## src/rtl/mux_arb_pkg.sv

```systemverilog
// -----------------------------------------------------------------------------
// mux_arb_pkg
// Shared types and constants for the 16:1 MUX round-robin arbiter.
//   arb_state_t : arbiter FSM states (IDLE, GRANT, GAP)
//   NUM_REQ     : requester count, fixed by the 4-bit MUX select
//   SEL_W       : select / pointer width, log2(NUM_REQ)
// -----------------------------------------------------------------------------
package mux_arb_pkg;

  localparam int NUM_REQ = 16;
  localparam int SEL_W   = 4;

  typedef enum logic [1:0] {
    IDLE  = 2'd0,
    GRANT = 2'd1,
    GAP   = 2'd2
  } arb_state_t;

endpackage : mux_arb_pkg

```

## src/rtl/rr_priority_picker.sv

```systemverilog
// -----------------------------------------------------------------------------
// rr_priority_picker
// Combinational round-robin priority encoder. Searches the request vector
// cyclically starting at the pointer (15 wraps to 0) and returns the first
// asserted index. Holds no state.
// Ports:
//   req_i  in  NUM_REQ  request vector
//   ptr_i  in  SEL_W    highest-priority index for this search
//   win_o  out SEL_W    winning index (0 when no request)
//   any_o  out 1        at least one request asserted
// -----------------------------------------------------------------------------
module rr_priority_picker
  import mux_arb_pkg::*;
(
  input  logic [NUM_REQ-1:0] req_i,
  input  logic [SEL_W-1:0]   ptr_i,
  output logic [SEL_W-1:0]   win_o,
  output logic               any_o
);

  logic [SEL_W-1:0] idx;

  always_comb begin
    win_o = '0;
    any_o = 1'b0;
    idx   = '0;
    // Walk from the pointer upward; the SEL_W-bit add wraps naturally mod 16.
    for (int i = 0; i < NUM_REQ; i++) begin
      idx = ptr_i + SEL_W'(i);
      if (!any_o && req_i[idx]) begin
        win_o = idx;
        any_o = 1'b1;
      end
    end
  end

endmodule : rr_priority_picker

```

## config.mk

```make
export PLATFORM = sky130hd
export DESIGN_NAME = rr_priority_picker
export DESIGN_NICKNAME = d
export VERILOG_FILES = /design/src/rtl/mux_arb_pkg.sv /design/src/rtl/rr_priority_picker.sv
export SDC_FILE = /design/constraint.sdc
export NUM_CORES = 1
export LEC_CHECK = 0
export CORE_MARGIN = 3
export CORE_UTILIZATION = 40
export DETAILED_ROUTE_END_ITERATION = 10
export GPL_ROUTABILITY_DRIVEN = 0
export PLACE_DENSITY = 0.63
export RECOVER_POWER = 100
export SETUP_SLACK_MARGIN = 0.2
export SLEW_MARGIN = 10
export SYNTH_ARGS = -nofsm -noshare
export SYNTH_HDL_FRONTEND = slang
export SYNTH_SLANG_ARGS = --single-unit
```

## constraint.sdc

```tcl
create_clock -name vclk -period 11.03
set_clock_uncertainty 0.2 [all_clocks]
set_input_delay 2.206 -clock vclk [all_inputs]
set_output_delay 2.206 -clock vclk [all_outputs]
set_load 0.05 [all_outputs]
```

==> results of run 1 <==
## where the power goes
| group | leakage (µW) | total, µW | internal, µW | switching, µW |
|---|---|---|---|---|
| sequential | 0 | 0 | 0 | 0 |
| clock | 0 | 0 | 0 | 0 |
| combinational | 0.000916 | 210 | 83.0 | 127 |
| total | 0.000916 | 210 | 83.0 | 127 |
## worst max-delay path by stage
stage	to	slack [ns]	cells after the start
after floorplan	win_o[3]	1.84	15
after global placement	win_o[3]	1.06	13
after detailed placement	win_o[3]	0.94	13
after CTS	win_o[3]	0.94	13
after global routing	win_o[3]	0.63	13
final	win_o[3]	0.87	13
## per-stage QoR
stage / power (µW) / utilization [%] / cells / hold slack, ns / instance area (µm²)
floorplan: 152 / - / 268 / 4.90 / 2160
global placement: 208 / 47.8 / 353 / 5.84 / 2470
detailed placement: 207 / 47.8 / 353 / 5.83 / 2470
CTS: 208 / 47.8 / 353 / 5.83 / 2470
global route: 226 / 47.8 / 353 / 5.96 / 2470
finish: 210 / 47.8 / 353 / 5.88 / 2470
## cells in the final DEF (no fill, tap or decap), types with 4 or more instances in the layout
cell type,n
xor2_1,4
mux2i_1,21
ha_1,7
nand2_1,30
xnor2_1,8
a21oi_1,13
inv_1,11
mux4_1,8
o22ai_1,5
clkdlybuf4s50_1,20
o21ai_0,17
nand3_1,10
nand2b_1,6
nor3_1,7
nor2_1,19
dlygate4sd3_1,5
mux4_2,15
buf_4,5
mux2_2,11
## logic make-up after synthesis
kind of cell | share of synthesized area, %
AOI/OAI and AO/OA | 23.0
xor gates and xnor gates | 4.86
adders and majority gates | 4.05
buffers and inverters | 5.03
muxes | 40.8
and+or+nand+nor | 22.2
## worst max-delay path, delay by kind of cell
family	cells	cell delay, ns
muxes	2	1.06
AOI/OAI and AO/OA	2	0.23
buffers and inverters	4	1.76
and+or+nand+nor	4	1.71
adders and majority gates	1	0.76
## area by class of cell
class                      count  area (µm²)
tap                           70        87.6
fill                         509        2700
timing repair buffer          30         288
multi-input combinational    242        2050
inverter                      11        41.3
## layer usage
metal / vias to the layer above / track usage, % / share of wire [%]
met3: 19 / 0.903 / 6.1
met4: 0 / 7.90 / 4.5
met2: 116 / 35.6 / 44
met1: 1062 / 31.6 / 45
li1: 1097 / - / -
met5: - / 0 / 0
==> qor.csv, run 1 <==
metric,value,unit
outcome,"complete, no violations",
sequential area share after synthesis,0,%
critical path's slowest cell,dlygate4sd3_1,
slew margin rel.,39.0,%
Detailed Place HPWL,5540,µm
Setup Viol. Count Final,0,
MaxCap Viol Count,0,
warnings from Yosys,0,
Setup Crit Path Kind,in -> out,
"Hold-fix buffers, CTS",0,
setup TNS,0,ns
worst ir drop on vdd,0.0367,mV
"top cells by count, synth","nand2_1 (30), mux2i_1 (21), nor2_1 (19), o21ai_0 (17), mux4_2 (15)",
"Distinct cells, synth",58,
Syn Area/Cell,8.07,µm²
post-synth top area share,15.6,%
Synth Cell Area,0.00216,mm²
diode count,0,
fin. max-slew vios,0,
die height,79.5,µm
static leakage power,0.000916,µW
Detail Route Antenna Nets,0,
Core Box Area,0.00517,mm²
first-pass GRT wire length,11200,µm
Syn Nets,295,
critical path arrival,7.75,ns
DR pass1 iterations,5,
antenna violations before repair,0,
period utilization,92.1,%
Port Buffers,25,
initial core utilization,41.8,%
DR WL/cell,19.7,µm
row count,26,
largest net degree at the start of global routing,23,
"Req. time, crit path",8.62,ns
Tot GR Track Use,22.2,%
Seq cells,0,
IO Pins,25,
detailed-route via count,2294,
Die ar.,0.00632,mm²
"Max FO, Critical Path",16,
Synth Instances,268,
critical path capture point type,output pin,
crit path time final,10.16,ns
CP Launch Type,input port,
Final #Nets,312,
routed wire length,6940,µm
Slew @ Worst Pin,0.890,ns
cts repair resizes,0,
Min-Delay Path Class,in -> out,
vias per cell,6.50,
unrepaired setup endpoints after global routing,false,
Final Hold Vio Count,0,
Remaining DRCs,0,
top post-synthesis cells by area,"mux4_2 (16%), mux2i_1 (9.7%), mux4_1 (9.7%), mux2_2 (5.7%), nand2_1 (5.2%)",
Die X,79.5,µm
clkbuf count,0,
global route total overflow,0,
WHS Endpoint,win_o[1],
initial DRC count,268,
CP startpoint,ptr_i[1],
top cell type by total area after synthesis,mux4_2,
hold depth,6,
most frequent cell after synthesis,nand2_1,
"slowest stage delay, CP",0.89,ns
cell chain of the critical path,clkdlybuf4s50_1 -> buf_4 -> inv_1 -> ha_1 -> mux4_1 -> mux4_2 -> or4_4 -> or4b_1 -> nor3_4 -> and2_4 -> a221oi_2 -> o31ai_2 -> dlygate4sd3_1,
Pwr per Cell Area,85.0,mW/mm²
layout cells sized above 1,13.8,%
min-delay src,ptr_i[1],
sequential cell area,0,µm²
fmax,98.5,MHz
Syn-to-layout area delta,14.2,%
vias in the first global route,2119,
setup ws final,0.874,ns
Place WS,0.941,ns
Post-CTS Setup Bufs,0,
Note: power is estimated with default switching activity, not from simulation.
==> run 2: changes to the inputs <==
==> constraint.sdc (replaced) <==
create_clock -name vclk -period 12.15
set_clock_uncertainty 0.2 [all_clocks]
set_input_delay 2.43 -clock vclk [all_inputs]
set_output_delay 2.43 -clock vclk [all_outputs]
set_load 0.05 [all_outputs]
==> run 2 against run 1 <==
Via count up 4.2%. Hold slack better by 0.46 ns. Global-route usage is 0.40 points lower.
==> qor.csv, run 2 (synthesis results as in run 1) <==
metric,value,unit
IO Pins,25,
Final Power,193,µW
first-pass GRT wire length,11000,µm
Die ar.,0.00632,mm²
hold depth,6,
"commonest non-fill, non-tap cell in the layout",nand2_1,
Detail Route met3 WL,469,µm
diode count,0,
Tot GR Track Use,21.8,%
crit path time final,10.57,ns
Finished Layout Cells,353,
sequential cell area,0,µm²
static leakage power,0.000916,µW
Setup Crit Path Kind,in -> out,
Syn-to-layout area delta,14.2,%
Final #Nets,312,
period utilization,87.0,%
die height,79.5,µm
vias in the first global route,2101,
outcome,"complete, no violations",
vias per cell,6.77,
Port Buffers,25,
unrepaired setup endpoints after global routing,false,
worst ir drop on vdd,0.0287,mV
cts repair resizes,0,
Buffers & Inverters on Critical Path,4,
CP Launch Type,input port,
Pwr per Cell Area,78.0,mW/mm²
Final Hold Vio Count,0,
Net Sw Frac,60.9,%
DR WL/cell,19.9,µm
Pint,75.4,µW
DR pass1 iterations,5,
Min-Delay Path Class,in -> out,
critical path's slowest cell,dlygate4sd3_1,
global route total overflow,0,
Slew @ Worst Pin,0.854,ns
critical path arrival,7.94,ns
"Hold-fix buffers, CTS",0,
row count,26,
initial core utilization,41.8,%
"Req. time, crit path",9.52,ns
Post-CTS Setup Bufs,0,
clkbuf count,0,
min-delay src,ptr_i[1],
WHS,6.33,ns
Core Box Area,0.00517,mm²
M1 wire length,3080,µm
P_sw,117,µW
initial DRC count,255,
setup TNS,0,ns
largest net degree at the start of global routing,26,
fin. max-slew vios,0,
"commonest non-fill, non-tap cells in the layout","nand2_1 (30), mux2i_1 (21), clkdlybuf4s50_1 (20), nor2_1 (19), o21ai_0 (17)",
Remaining DRCs,0,
"Max FO, Critical Path",16,
Detailed Place HPWL,5560,µm
MaxCap Viol Count,0,
detailed-route via count,2390,
antenna violations before repair,0,
WHS Endpoint,win_o[1],
Clock power frac,0,%
CP top delay family,buffers and inverters,
layout cells sized above 1,13.8,%
Setup Viol. Count Final,0,
Flop pwr share,0,%
"slowest stage delay, CP",0.89,ns
critical path capture point type,output pin,
combinational share of power,100.0,%
slew margin rel.,41.5,%
Cells after DPL,353,
fmax,94.6,MHz
Seq cells,0,
Highest Signal Layer,met4,
met2 wire length,3300,µm
Die X,79.5,µm
cell chain of the critical path,clkdlybuf4s50_1 -> buf_4 -> inv_1 -> ha_1 -> mux4_1 -> mux4_2 -> or4_4 -> or4b_1 -> nor3_4 -> and2_4 -> a221oi_2 -> o31ai_2 -> dlygate4sd3_1,
Detail Route Antenna Nets,0,
routed wire length,7030,µm
==> run 2: cell counts in the layout (fill, tap and decap cells not counted) <==
Identical to the previous run, type by type.
==> run 2: worst max-delay path by stage <==
stage               startpoint       end  slack (ns)  depth (start not counted)
finish                ptr_i[1]  win_o[3]        1.58                         13
global route          ptr_i[1]  win_o[3]        1.34                         14
CTS                   ptr_i[1]  win_o[3]        1.64                         13
detailed placement    ptr_i[1]  win_o[3]        1.65                         13
global placement      ptr_i[1]  win_o[3]        1.75                         13
floorplan             ptr_i[2]  win_o[3]        2.52                         15
==> run 2: power by group through the flow <==
stage               sequential (µW)  combinational, µW  clock (µW)
detailed placement                0                188           0
floorplan                         0                138           0
global route                      0                205           0
CTS                               0                189           0
global placement                  0                189           0
finish                            0                193           0
==> run 2: through the flow <==
stage / area [µm²] / worst slack, ns / util [%]
after global placement: 2470 / 1.75 / 47.8
after floorplan: 2160 / 2.52 / -
after detailed placement: 2470 / 1.65 / 47.8
after CTS: 2470 / 1.64 / 47.8
after global routing: 2470 / 1.34 / 47.8
final: 2470 / 1.58 / 47.8
==> run 2: worst min-delay path: stages <==
cell and delay (ns):
clkdlybuf4s50_1 0.45, buf_4 0.23, nand3_1 0.11, o31ai_1 0.07, o21ai_1 0.06, dlygate4sd3_1 0.75
==> run 2: per-layer routing <==
layer / GRT usage [%] / vias up
met3: 0.790 / 18
met2: 37.4 / 139
met5: 0 / -
met4: 4.81 / 0
met1: 30.2 / 1137
li1: - / 1096
==> run 2: cell type report <==
| type | count | area [µm²] |
|---|---|---|
| inverters | 11 | 41.3 |
| fillers | 510 | 2700 |
| repair buffers | 30 | 288 |
| well taps | 70 | 87.6 |
| multi-input cells | 242 | 2050 |
==> run 3: changes to the inputs <==
--- a/config.mk
+++ b/config.mk
@@ -12,7 +12,6 @@
 export PLACE_DENSITY = 0.63
 export RECOVER_POWER = 100
 export SETUP_SLACK_MARGIN = 0.2
-export SLEW_MARGIN = 10
 export SYNTH_ARGS = -nofsm -noshare
 export SYNTH_HDL_FRONTEND = slang
 export SYNTH_SLANG_ARGS = --single-unit
==> results of run 3 <==
No change in the layout: final DEF, timing and power equal those of run 2.
